$ cat config.mk
export PLATFORM = sky130hd
export DESIGN_NAME = drum_strike_detector
export DESIGN_NICKNAME = d
export VERILOG_FILES = /design/src/rtl/drum_strike_detector.sv
export SDC_FILE = /design/constraint.sdc
export NUM_CORES = 1
export LEC_CHECK = 0
export ABC_AREA = 1
export CAP_MARGIN = 20
export CORE_ASPECT_RATIO = 0.6
export CORE_MARGIN = 2
export CORE_UTILIZATION = 40
export CTS_CLUSTER_SIZE = 28
export DETAILED_ROUTE_END_ITERATION = 8
export GPL_ROUTABILITY_DRIVEN = 0
export PLACE_DENSITY = 0.63
export SLEW_MARGIN = 10
export SYNTH_ARGS = -nofsm -noshare
export SYNTH_HDL_FRONTEND = slang
export SYNTH_SLANG_ARGS = --single-unit
$ cat constraint.sdc
create_clock -name clk -period 2.9 [get_ports clk]
set_input_delay 0.29 -clock clk [delete_from_list [all_inputs] [get_ports clk]]
set_output_delay 0.29 -clock clk [all_outputs]
set_load 0.005 [all_outputs]
$ cat src/rtl/drum_strike_detector.sv
// drum_strike_detector: turns downward gyro-Y swings into one-cycle strike
// events tagged with a yaw zone and a velocity derived from the swing peak.
//
// state   | meaning
// IDLE    | waiting for a good sample below the strike threshold
// STRIKE  | swing in progress, tracking the most negative gyro_y
// REFRACT | ignoring samples until the refract counter expires
module drum_strike_detector #(
  parameter logic signed [15:0] STRIKE_THRESH      = -16'sd3000,
  parameter logic signed [15:0] RELEASE_THRESH     = -16'sd500,
  parameter int                 MAX_STRIKE_SAMPLES = 16,
  parameter int                 REFRACT_SAMPLES    = 4,
  parameter int                 VEL_SHIFT          = 8,
  parameter logic signed [15:0] ZONE_B0            = -16'sd4500,
  parameter logic signed [15:0] ZONE_B1            = 16'sd0,
  parameter logic signed [15:0] ZONE_B2            = 16'sd4500,
  parameter logic [15:0]        COUNT_RESET        = 16'h0000
) (
  input  logic               clk,
  input  logic               reset,
  input  logic               sample_strobe,
  input  logic               euler_valid,
  input  logic               gyro_valid,
  input  logic               link_error,
  input  logic signed [15:0] yaw,
  input  logic signed [15:0] gyro_y,
  output logic               strike_valid,
  output logic [1:0]         strike_zone,
  output logic [6:0]         strike_velocity,
  output logic [15:0]        strike_count,
  output logic               busy
);

  localparam int SCW = $clog2(MAX_STRIKE_SAMPLES + 1);
  localparam int RCW = $clog2(REFRACT_SAMPLES + 1);
  localparam logic [SCW-1:0] SMP_ABORT = SCW'(MAX_STRIKE_SAMPLES - 1);
  localparam logic [RCW-1:0] REF_INIT  = RCW'(REFRACT_SAMPLES);

  typedef enum logic [1:0] {IDLE, STRIKE, REFRACT} state_t;

  state_t             state;
  logic signed [15:0] peak;
  logic [1:0]         zone_lat;
  logic [SCW-1:0]     smp_cnt;
  logic [RCW-1:0]     ref_cnt;
  logic               good;

  assign good = sample_strobe & euler_valid & gyro_valid & ~link_error;

  function automatic logic [1:0] zone_of(input logic signed [15:0] y);
    if (y < ZONE_B0)      return 2'd0;
    else if (y < ZONE_B1) return 2'd1;
    else if (y < ZONE_B2) return 2'd2;
    else                  return 2'd3;
  endfunction

  // 17-bit negate so that a peak of -32768 yields magnitude 32768
  function automatic logic [6:0] vel_of(input logic signed [15:0] p);
    logic [16:0] mag;
    logic [16:0] v;
    mag = 17'd0 - {p[15], p};
    v   = mag >> VEL_SHIFT;
    if (v > 17'd127)     return 7'd127;
    else if (v == 17'd0) return 7'd1;
    else                 return v[6:0];
  endfunction

  always_ff @(posedge clk) begin
    if (reset) begin
      state           <= IDLE;
      busy            <= 1'b0;
      peak            <= '0;
      zone_lat        <= '0;
      smp_cnt         <= '0;
      ref_cnt         <= '0;
      strike_valid    <= 1'b0;
      strike_zone     <= '0;
      strike_velocity <= '0;
      strike_count    <= COUNT_RESET;
    end else begin
      strike_valid <= 1'b0;
      if (link_error) begin
        state   <= IDLE;
        busy    <= 1'b0;
        smp_cnt <= '0;
        ref_cnt <= '0;
      end else if (sample_strobe) begin
        case (state)
          IDLE: begin
            if (good && gyro_y < STRIKE_THRESH) begin
              peak     <= gyro_y;
              zone_lat <= zone_of(yaw);
              smp_cnt  <= '0;
              state    <= STRIKE;
              busy     <= 1'b1;
            end
          end
          STRIKE: begin
            if (!good) begin
              state   <= IDLE;
              busy    <= 1'b0;
              smp_cnt <= '0;
            end else if (gyro_y > RELEASE_THRESH) begin
              strike_valid    <= 1'b1;
              strike_zone     <= zone_lat;
              strike_velocity <= vel_of(peak);
              strike_count    <= strike_count + 1'b1;
              smp_cnt         <= '0;
              ref_cnt         <= REF_INIT;
              state           <= REFRACT;
            end else begin
              if (gyro_y < peak) peak <= gyro_y;
              smp_cnt <= smp_cnt + 1'b1;
              if (smp_cnt == SMP_ABORT) begin
                ref_cnt <= REF_INIT;
                state   <= REFRACT;
              end
            end
          end
          REFRACT: begin
            // every strobe counts here, good or not
            if (ref_cnt <= RCW'(1)) begin
              ref_cnt <= '0;
              state   <= IDLE;
              busy    <= 1'b0;
            end else begin
              ref_cnt <= ref_cnt - 1'b1;
            end
          end
          default: begin
            state <= IDLE;
            busy  <= 1'b0;
          end
        endcase
      end
    end
  end

endmodule

# After elaboration in Yosys (flattened, before gate mapping)
# Cells that the tools add are included.
# totals
ff_bits	55
output_inout_bits	27
elab_cells	84
input_bits	38
# classes
n_reduce_logical	14
eq_ne	11
n_mux	30
bitwise	7
n_addsub	4
magnitude_cmp	8
# op_table
cell	n
2-to-1 mux 16 bit	4
< comparator 16 x 14 -> 1 bit, second input constant	2
one-hot mux 16 bit (2 select lines)	1
logical NOT 17 bit	1
subtractor 1 x 16 -> 17 bit, first input constant	1
adder 16 x 1 -> 16 bit, second input constant	1
greater-than comparator 16 x 10 -> 1 bit, second input constant	1
< comparator 16 x 1 -> 1 bit, second input constant	1
< comparator 16 x 13 -> 1 bit, second input constant	1
< comparator 16 bit	1
AND reduction 4 bit	4
2-to-1 mux 5 bit	3
2-to-1 mux 2 bit	7
2-to-1 mux 7 bit	2
2-to-1 mux 3 bit	4
!= test 2 bit, second input constant	6
one-hot mux 5 bit (2 select lines)	1
greater-than comparator 9 x 7 -> 1 bit, second input constant	1
AND reduction 7 bit	1
one-hot mux 2 bit (3 select lines)	1
one-hot mux 3 bit (2 select lines)	1
adder 5 x 1 -> 5 bit, second input constant	1
== test 5 x 4 -> 1 bit, second input constant	1
2-to-1 mux 1 bit	5
16 further kinds	22

# Longest topological paths before layout
# Gate-level depths: netlist of the first run.
# logic_depth
ltp_word	6
mapped_depth	16
ltp_nobuf	15

# Least setup slack after synthesis of the first run
# OpenSTA, ideal clock, no wires.
# synth_path
kind	reg-to-reg
startpoint	register peak[9]
endpoint	register peak[0]
n_path_buf	1
path_stages_with_launch	14
t_required_ns	2.785
path_slack_ns	1.132
arrival_ns	1.653
period_less_slack_ns	1.768
cell_sequence	dfxtp_1 > inv_1 > ha_1 > nand2_1 > inv_1 > o21ai_0 > a21oi_1 > nor2_1 > nand3_1 > nand3_1 > buf_2 > nand3_1 > nand2_1 > nor2_1
# synth_via
elab_chain_cells	3
# synth_lines
item	line_no	rtl
start: declaration	42	logic signed [15:0] peak;
start signal: assignment	91	peak <= gyro_y;
start signal: assignment	112	if (gyro_y < peak) peak <= gyro_y;
< comparator 16 bit	112	
!= test 2 bit (no source line)	n/a	
AND reduction 7 bit (no source line)	n/a	
# No other way between the ends.
# A chain may end at the register's enable or synchronous reset.

# Worst setup path after layout of the first run
# layout_path
startpoint	input gyro_y[15]
endpoint	register strike_count[12]
# layout_via
elab_chain_cells	2
# layout_lines
item	line_no	rtl
start: declaration	26	input logic signed [15:0] gyro_y,
greater-than comparator 16 x 10 -> 1 bit	103	end else if (gyro_y > RELEASE_THRESH) begin
AND reduction 5 bit (no source line)	n/a	
end signal: assignment	107	strike_count <= strike_count + 1'b1;
end: declaration	30	output logic [15:0] strike_count,
# No other way between the ends.

==> metrics.md, run 1 <==
| Metric | Value |
|---|---|
| Status | `finished clean` |
| Hold Path Class | `register to register` |
| Fillcell total | `799` |
| Die height | `74.6 µm` |
| Ports | `65` |
| P_leak | `1.69 nW` |
| Die width | `122 µm` |
| Core ar. | `7980 µm²` |
| Layout cells sized above 1 | `5.36%` |
| Mapped Cells | `498` |
| Post-synth EDFFs | `0` |
| Synth Warn # | `0` |
| FFs w/ async S/R, synth | `0%` |
| Critical path peak fanout | `6` |
| Internal power | `1.19 mW` |
| CTS sink count | `55` |
| Grt total ovfl | `0` |
| P_sw | `0.378 mW` |
| Worst slew margin | `61.4%` |
| H-tree level count | `2` |
| Final setup fails | `0` |
| Fin Hold WS | `0.456 ns` |
| Port Buf Inserts | `62` |
| Fin Clk Skew | `0.00705 ns` |
| WL/cell | `12.1 µm` |
| Hold buffers post-CTS | `0` |
| Worst EP arrival | `2.37 ns` |
| Combinational power share | `12.8%` |
| FF+latch count, synth | `55` |
| RSZ-0062 raised after global routing | `false` |
| Worst skew pair latency | `0.29 ns` |
| Sequential fraction of the synthesis area | `33.1%` |
| Mapped cell area | `3320 µm²` |
| Largest net degree at the start of global routing | `32` |
| Root buf cell | `clkbuf_16` |
| Tmin final | `2.19 ns` |
| Antenna violations before repair | `0` |
| Starting Density | `41.7%` |
| Worst Path Required | `3.09 ns` |
| Syn_nets | `556` |
| Synth Area per Inst | `6.67 µm²` |
| Max-cap violations | `0` |
| Antenna Cells | `0` |
| CTS tree | `yes` |
| Net Sw Frac | `24.1%` |
| Fin. Hold Viols | `0` |
| PD cells | `375 nW/µm²` |
| Crit share post-route | `75.4%` |
| Setup CP Type | `primary input to register` |
| Number of global-route vias before repair | `2943` |
| Clock-pin slew on the worst setup and hold paths | `0.07 ns` |
| Power share of the clock group | `38.6%` |
| CTS max path bufs | `2` |
| Crit start category | `primary input` |
| Drt total wl | `8050 µm` |
| DR vias/cell | `4.94` |
| Setup crit end kind | `register` |
| Post-synth top flop | `dfxtp_1` |
| Hpwl dp | `6310 µm` |
| Rows | `25` |
| TritonCTS buffer count | `5` |
| Slew @ Worst Pin | `0.575 ns` |
| Max-slew violations | `0` |
| Die footprint | `9080 µm²` |
| First-pass GRT wire length | `13500 µm` |
| Post-CTS sizing | `0` |
| Setup bufs post-CTS | `0` |
| Fmax | `457 MHz` |
| Tot Pwr | `1.57 mW` |
| Final ANT Viol Nets | `0` |
| Seq pwr share | `48.6%` |
| Layout area overhead | `25.8%` |
| DRT iter0 DRCs | `233` |
| Gr usage total | `18.6%` |
| Final net count | `618` |
| DRC | `0` |
| Pre-Repair DR Iteration Count | `5` |
| Peak VDD IR | `0.000213 V` |
| Yosys cell types | `38` |
| Total number of vias | `3297` |
| Setup_tns | `0 ns` |
[power by group through the flow]
stage	Sequential (mW)	Combinational, mW	Clock, mW
after floorplan	0.778	0.115	0
after global placement	0.779	0.198	0
after detailed placement	0.779	0.200	0
after CTS	0.761	0.201	0.620
after global routing	0.762	0.229	0.651
final	0.762	0.201	0.606
[per-stage QoR]
step / instances / instance area (µm²) / setup slack [ns] / utilization (%)
floorplan: 498 / 3320 / 1.13 / -
finish: 668 / 4180 / 0.712 / 52.4
detailed placement: 661 / 4040 / 0.434 / 50.6
global route: 668 / 4180 / 0.526 / 52.4
CTS: 668 / 4180 / 0.738 / 52.4
global placement: 661 / 4040 / 0.468 / 50.6
[critical path, cell delays in order]
cell and delay (ns):
clkdlybuf4s50_1 0.60, nand4_1 0.16, nor2_1 0.14, o21ai_2 0.09
nand2_1 0.13, nand2_1 0.21, nor2_2 0.24, nand2_1 0.13
nor2_2 0.17, nand3_1 0.09, nand2_1 0.06, nor2_1 0.05
[cells in the mapped netlist (all sizes together) (2+ instances only)]
master    n  area, µm²
xor2      3       26.3
clkbuf    3       11.3
nand2   105        399
a211oi    2       15.0
nand4    12       81.3
nand3b    2       15.0
a31oi     2       12.5
dfxtp    55       1100
inv      74        278
nor2     63        262
buf      10       76.3
o21ai    27        139
a21oi    55        283
nor3     12       70.1
ha       20        250
nand3    42        220
[layer usage]
metal | share of wire, % | GRT usage (%) | wire length [µm] | up-vias
met5 | 0 | 0 | 0 | -
met4 | 0.50 | 3.45 | 40 | 0
met3 | 5.9 | 4.29 | 476 | 5
met2 | 40 | 27.7 | 3240 | 82
met1 | 53 | 27.7 | 4300 | 1457
li1 | - | - | - | 1753
[layout by cell type, fill, tap and decap left out, types with 11 or more instances in the layout]
cell type        count
clkdlybuf4s50_1     62
nand4_1             11
nor2_1              57
dfxtp_1             55
o21ai_0             26
nand3_1             40
inv_1               74
ha_1                20
nand2_1            103
a21oi_1             53
[final timing paths]
kind	from	to	slack, ns	depth (start not counted)
worst min register to register	zone_lat[1]$_SDFFE_PP0P_	strike_zone[1]$_SDFFE_PP0P_	0.46	2
worst min-delay path	zone_lat[1]$_SDFFE_PP0P_	strike_zone[1]$_SDFFE_PP0P_	0.46	2
worst max-delay path	gyro_y[15]	strike_count[12]$_SDFFE_PP0P_	0.71	12
worst max register to register	peak[9]$_SDFFE_PP0P_	peak[8]$_SDFFE_PP0P_	0.79	13
[layout make-up]
| class | count | area [µm²] | share of cell area, % |
|---|---|---|---|
| multi-input cells | 356 | 1860 | 44.4 |
| flip-flops and latches | 55 | 1100 | 26.3 |
| clock inverters | 1 | 5.00 | 0.120 |
| clock buffers | 6 | 139 | 3.32 |
| well taps | 108 | 135 | 3.23 |
| inverters | 74 | 278 | 6.64 |
| repair buffers | 68 | 666 | 15.9 |
[sequential cells by signal, indices dropped and copies added (netlist names)]
name and cells:
zone_lat 2, strike_velocity 7, peak 16, strike_valid 1, busy 1, state 2
strike_count 16, strike_zone 2, ref_cnt 3, smp_cnt 5
[cell families (layout without fill, tap and decap cells)]
| family | count (synthesis) | in the layout | synth area share, % |
|---|---|---|---|
| AND/OR/NAND/NOR | 239 | 239 | 32.1 |
| AO/OA/AOI/OAI | 93 | 93 | 15.2 |
| buffers and inverters | 87 | 149 | 11.0 |
| flip-flops | 55 | 55 | 33.1 |
| adder cells (fa/ha/maj) | 20 | 20 | 7.53 |
| XOR/XNOR | 4 | 4 | 1.05 |
No activity file was read; power rests on OpenSTA's default activity.
==> inputs of run 2 (changes only) <==
- PLACE_DENSITY: 0.63 -> 0.66
- clock period: 2.9 -> 1.8 ns (I/O delays scaled with it)
==> run 2 against run 1 <==
Net effect: the run now ends with negative setup slack left; non-clock buffer count increased by 77; critical path depth did not move; highest routed layer unchanged; via count increased by 16%.
==> metrics.md, run 2 (synthesis gave the netlist of run 1 again) <==
| Metric | Value |
|---|---|
| Grt total ovfl | `0 (unchanged)` |
| P_leak | `2.23 nW (+32%)` |
| Hold_sp | `gyro_y[2]` |
| Root buf cell | `clkbuf_16` |
| TritonCTS buffer count | `5 (unchanged)` |
| First-pass GRT wire length | `17100 µm (+27%)` |
| DRT iter0 DRCs | `285 (+22%)` |
| Commonest non-fill, non-tap cell in the layout | `nand2_1` |
| Commonest non-fill, non-tap cells in the layout | `92 x nand2_1, 69 x buf_4, 64 x inv_1` |
| PD cells | `557 nW/µm² (+48%)` |
| Slew @ Worst Pin | `0.359 ns (-0.217 ns)` |
| Total number of vias | `3833 (+16%)` |
| Worst reg2reg path endpoint | `peak[12]$_SDFFE_PP0P_` |
| Final ANT Viol Nets | `0 (unchanged)` |
| Max-cap violations | `0 (unchanged)` |
| WL/cell | `14.3 µm (+19%)` |
| Starting Density | `41.7% (unchanged)` |
| Tot Pwr | `2.95 mW (+88%)` |
| Fin. Hold Viols | `0 (unchanged)` |
| CTS max path bufs | `2 (unchanged)` |
| Number of global-route vias before repair | `3568 (+21%)` |
| Largest net degree at the start of global routing | `25 (-22%)` |
| Setup CP Type | `register to register` |
| Setup crit end kind | `register` |
| Critical path peak fanout | `5 (-1)` |
| Core Util, Final | `66.5% (+14 points)` |
| DRC | `0 (unchanged)` |
| Crit start category | `register` |
| Regs by FF count | `peak: 16 flops, strike_count: 16 flops, strike_velocity: 7 flops` |
| Antenna violations before repair | `0 (unchanged)` |
| Gr usage total | `24.1% (+5.5 points)` |
| Core ar. | `7980 µm² (unchanged)` |
| Antenna Cells | `0 (unchanged)` |
| Layout cells sized above 1 | `29.9% (+25 points)` |
| CTS tree | `yes` |
| R2R cell count | `12 (-1)` |
| CP endpoint | `peak[12]$_SDFFE_PP0P_` |
| DR vias/cell | `5.14 (+4.1%)` |
| Die footprint | `9080 µm² (unchanged)` |
| Ports | `65 (unchanged)` |
| Max-slew violations | `0 (unchanged)` |
| RSZ-0062 raised after global routing | `true` |
| Hold Path Class | `primary input to register` |
| Clock-pin slew on the worst setup and hold paths | `0.07 ns (about the same)` |
| Rows | `25 (unchanged)` |
| Fillcell total | `643 (-20%)` |
| Setup_tns | `-1.56 ns (-1.56 ns)` |
| Layout area overhead | `59.6%` |
| Die height | `74.6 µm (unchanged)` |
| Worst setup margin | `-0.159 ns (-0.872 ns)` |
| Status | `finished, violations left` |
| Worst EP arrival | `2.19 ns (-0.18 ns)` |
| Worst r2r src | `peak[15]$_SDFFE_PP0P_` |
| Tmin final | `1.96 ns` |
| Worst skew pair latency | `0.30 ns (about the same)` |
| Fmax | `510 MHz` |
| Hold buffers post-CTS | `0 (unchanged)` |
| Pre-Repair DR Iteration Count | `5 (unchanged)` |
| Fin Hold WS | `0.393 ns (-0.0630 ns)` |
| Port Buf Inserts | `62 (unchanged)` |
| Crit share post-route | `109%` |
| H-tree level count | `2 (unchanged)` |
| Peak VDD IR | `0.000340 V (+59%)` |
| Fin Clk Skew | `0.00727 ns (+0.000213 ns)` |
| CP Launch Point | `peak[15]$_SDFFE_PP0P_` |
| Worst slew margin | `76.1% (+15 points)` |
| Worst Path Required | `2.03 ns (-1.06 ns)` |
| Die width | `122 µm (unchanged)` |
| Flop2flop setup slack | `-0.16 ns (-0.95 ns)` |
| Hpwl dp | `6950 µm (+10%)` |
| Final net count | `695 (+12%)` |
| Drt total wl | `10700 µm (+33%)` |
| Final setup fails | `16 (+16)` |
| Failing checks | `negative setup slack` |
| CTS sink count | `55 (unchanged)` |
==> run 2: changes by cell type in the layout (fill, tap and decap cells not counted), sizes merged <==
cell           delta
buf              +77
bufinv            +2
clkdlybuf4s15     +1
clkdlybuf4s50    -15
clkinv            -1
dlygate4sd2      +14
==> run 2: repair_timing <==
| item | CTS | global route |
|---|---|---|
| pin swaps | 15 | 24 |
| resized for setup | 76 | 48 |
| endpoints found under the setup margin | 31 | 26 |
| gates cloned | 5 | 0 |
| setup buffers | 16 | 4 |
==> run 2: worst min-delay path by stage <==
stage / cells after the start / slack (ns) / end
2_1_floorplan: 3 / 0.34 / state[1]$_SDFFE_PP0P_
3_3_place_gp: 2 / 0.44 / zone_lat[1]$_SDFFE_PP0P_
3_5_place_dp: 2 / 0.46 / zone_lat[1]$_SDFFE_PP0P_
4_1_cts: 5 / 0.38 / peak[2]$_SDFFE_PP0P_
5_1_grt: 5 / 0.44 / peak[2]$_SDFFE_PP0P_
6_report: 5 / 0.39 / peak[2]$_SDFFE_PP0P_
==> run 2: cell type report <==
| type | instances | area, µm² | area share [%] |
|---|---|---|---|
| Inverter | 74 | 278 | 5.24 |
| Sequential cell | 55 | 1120 | 21.0 |
| Clock inverter | 2 | 60.1 | 1.13 |
| Clock buffer | 6 | 129 | 2.43 |
| Timing Repair Buffer | 145 | 1360 | 25.7 |
| Multi-Input combinational cell | 356 | 2220 | 41.9 |
| Tap cell | 108 | 135 | 2.55 |
==> run 2: routing by layer <==
metal	global-route usage [%]	vias to the layer above	routed length [µm]
met4	5.49	0	112
met5	0	-	0
met1	33.1	1751	5040
met3	5.29	18	795
met2	39.3	148	4750
li1	-	1916	-
==> run 2: worst max-delay path, stage by stage, from the launching register on <==
cell and delay [ns]:
dfxtp_2 0.34, inv_2 0.06, ha_4 0.28, nand4_1 0.21, nor2_2 0.18, nand2_2 0.08
nand3_2 0.10, nand3_4 0.13, buf_6 0.16, buf_6 0.12, nand3_2 0.05, nand2_1 0.06
nor2_1 0.11
==> run 2: stage by stage <==
step / setup WS (ns) / instance area (µm²) / std cells
4_1_cts: -0.0454 / 5150 / 744
3_3_place_gp: -0.409 / 4490 / 716
2_1_floorplan: 0.0323 / 3320 / 498
3_5_place_dp: -0.450 / 4490 / 716
5_1_grt: -0.257 / 5310 / 746
6_report: -0.159 / 5310 / 746
==> run 2: power by group <==
group / total [mW] / switching [mW] / leakage [nW] / internal [mW]
sequential: 1.23 / 0.00402 / 0.449 / 1.22
combinational: 0.465 / 0.246 / 1.69 / 0.219
clock: 1.26 / 0.464 / 0.0911 / 0.799
total: 2.95 / 0.714 / 2.23 / 2.24
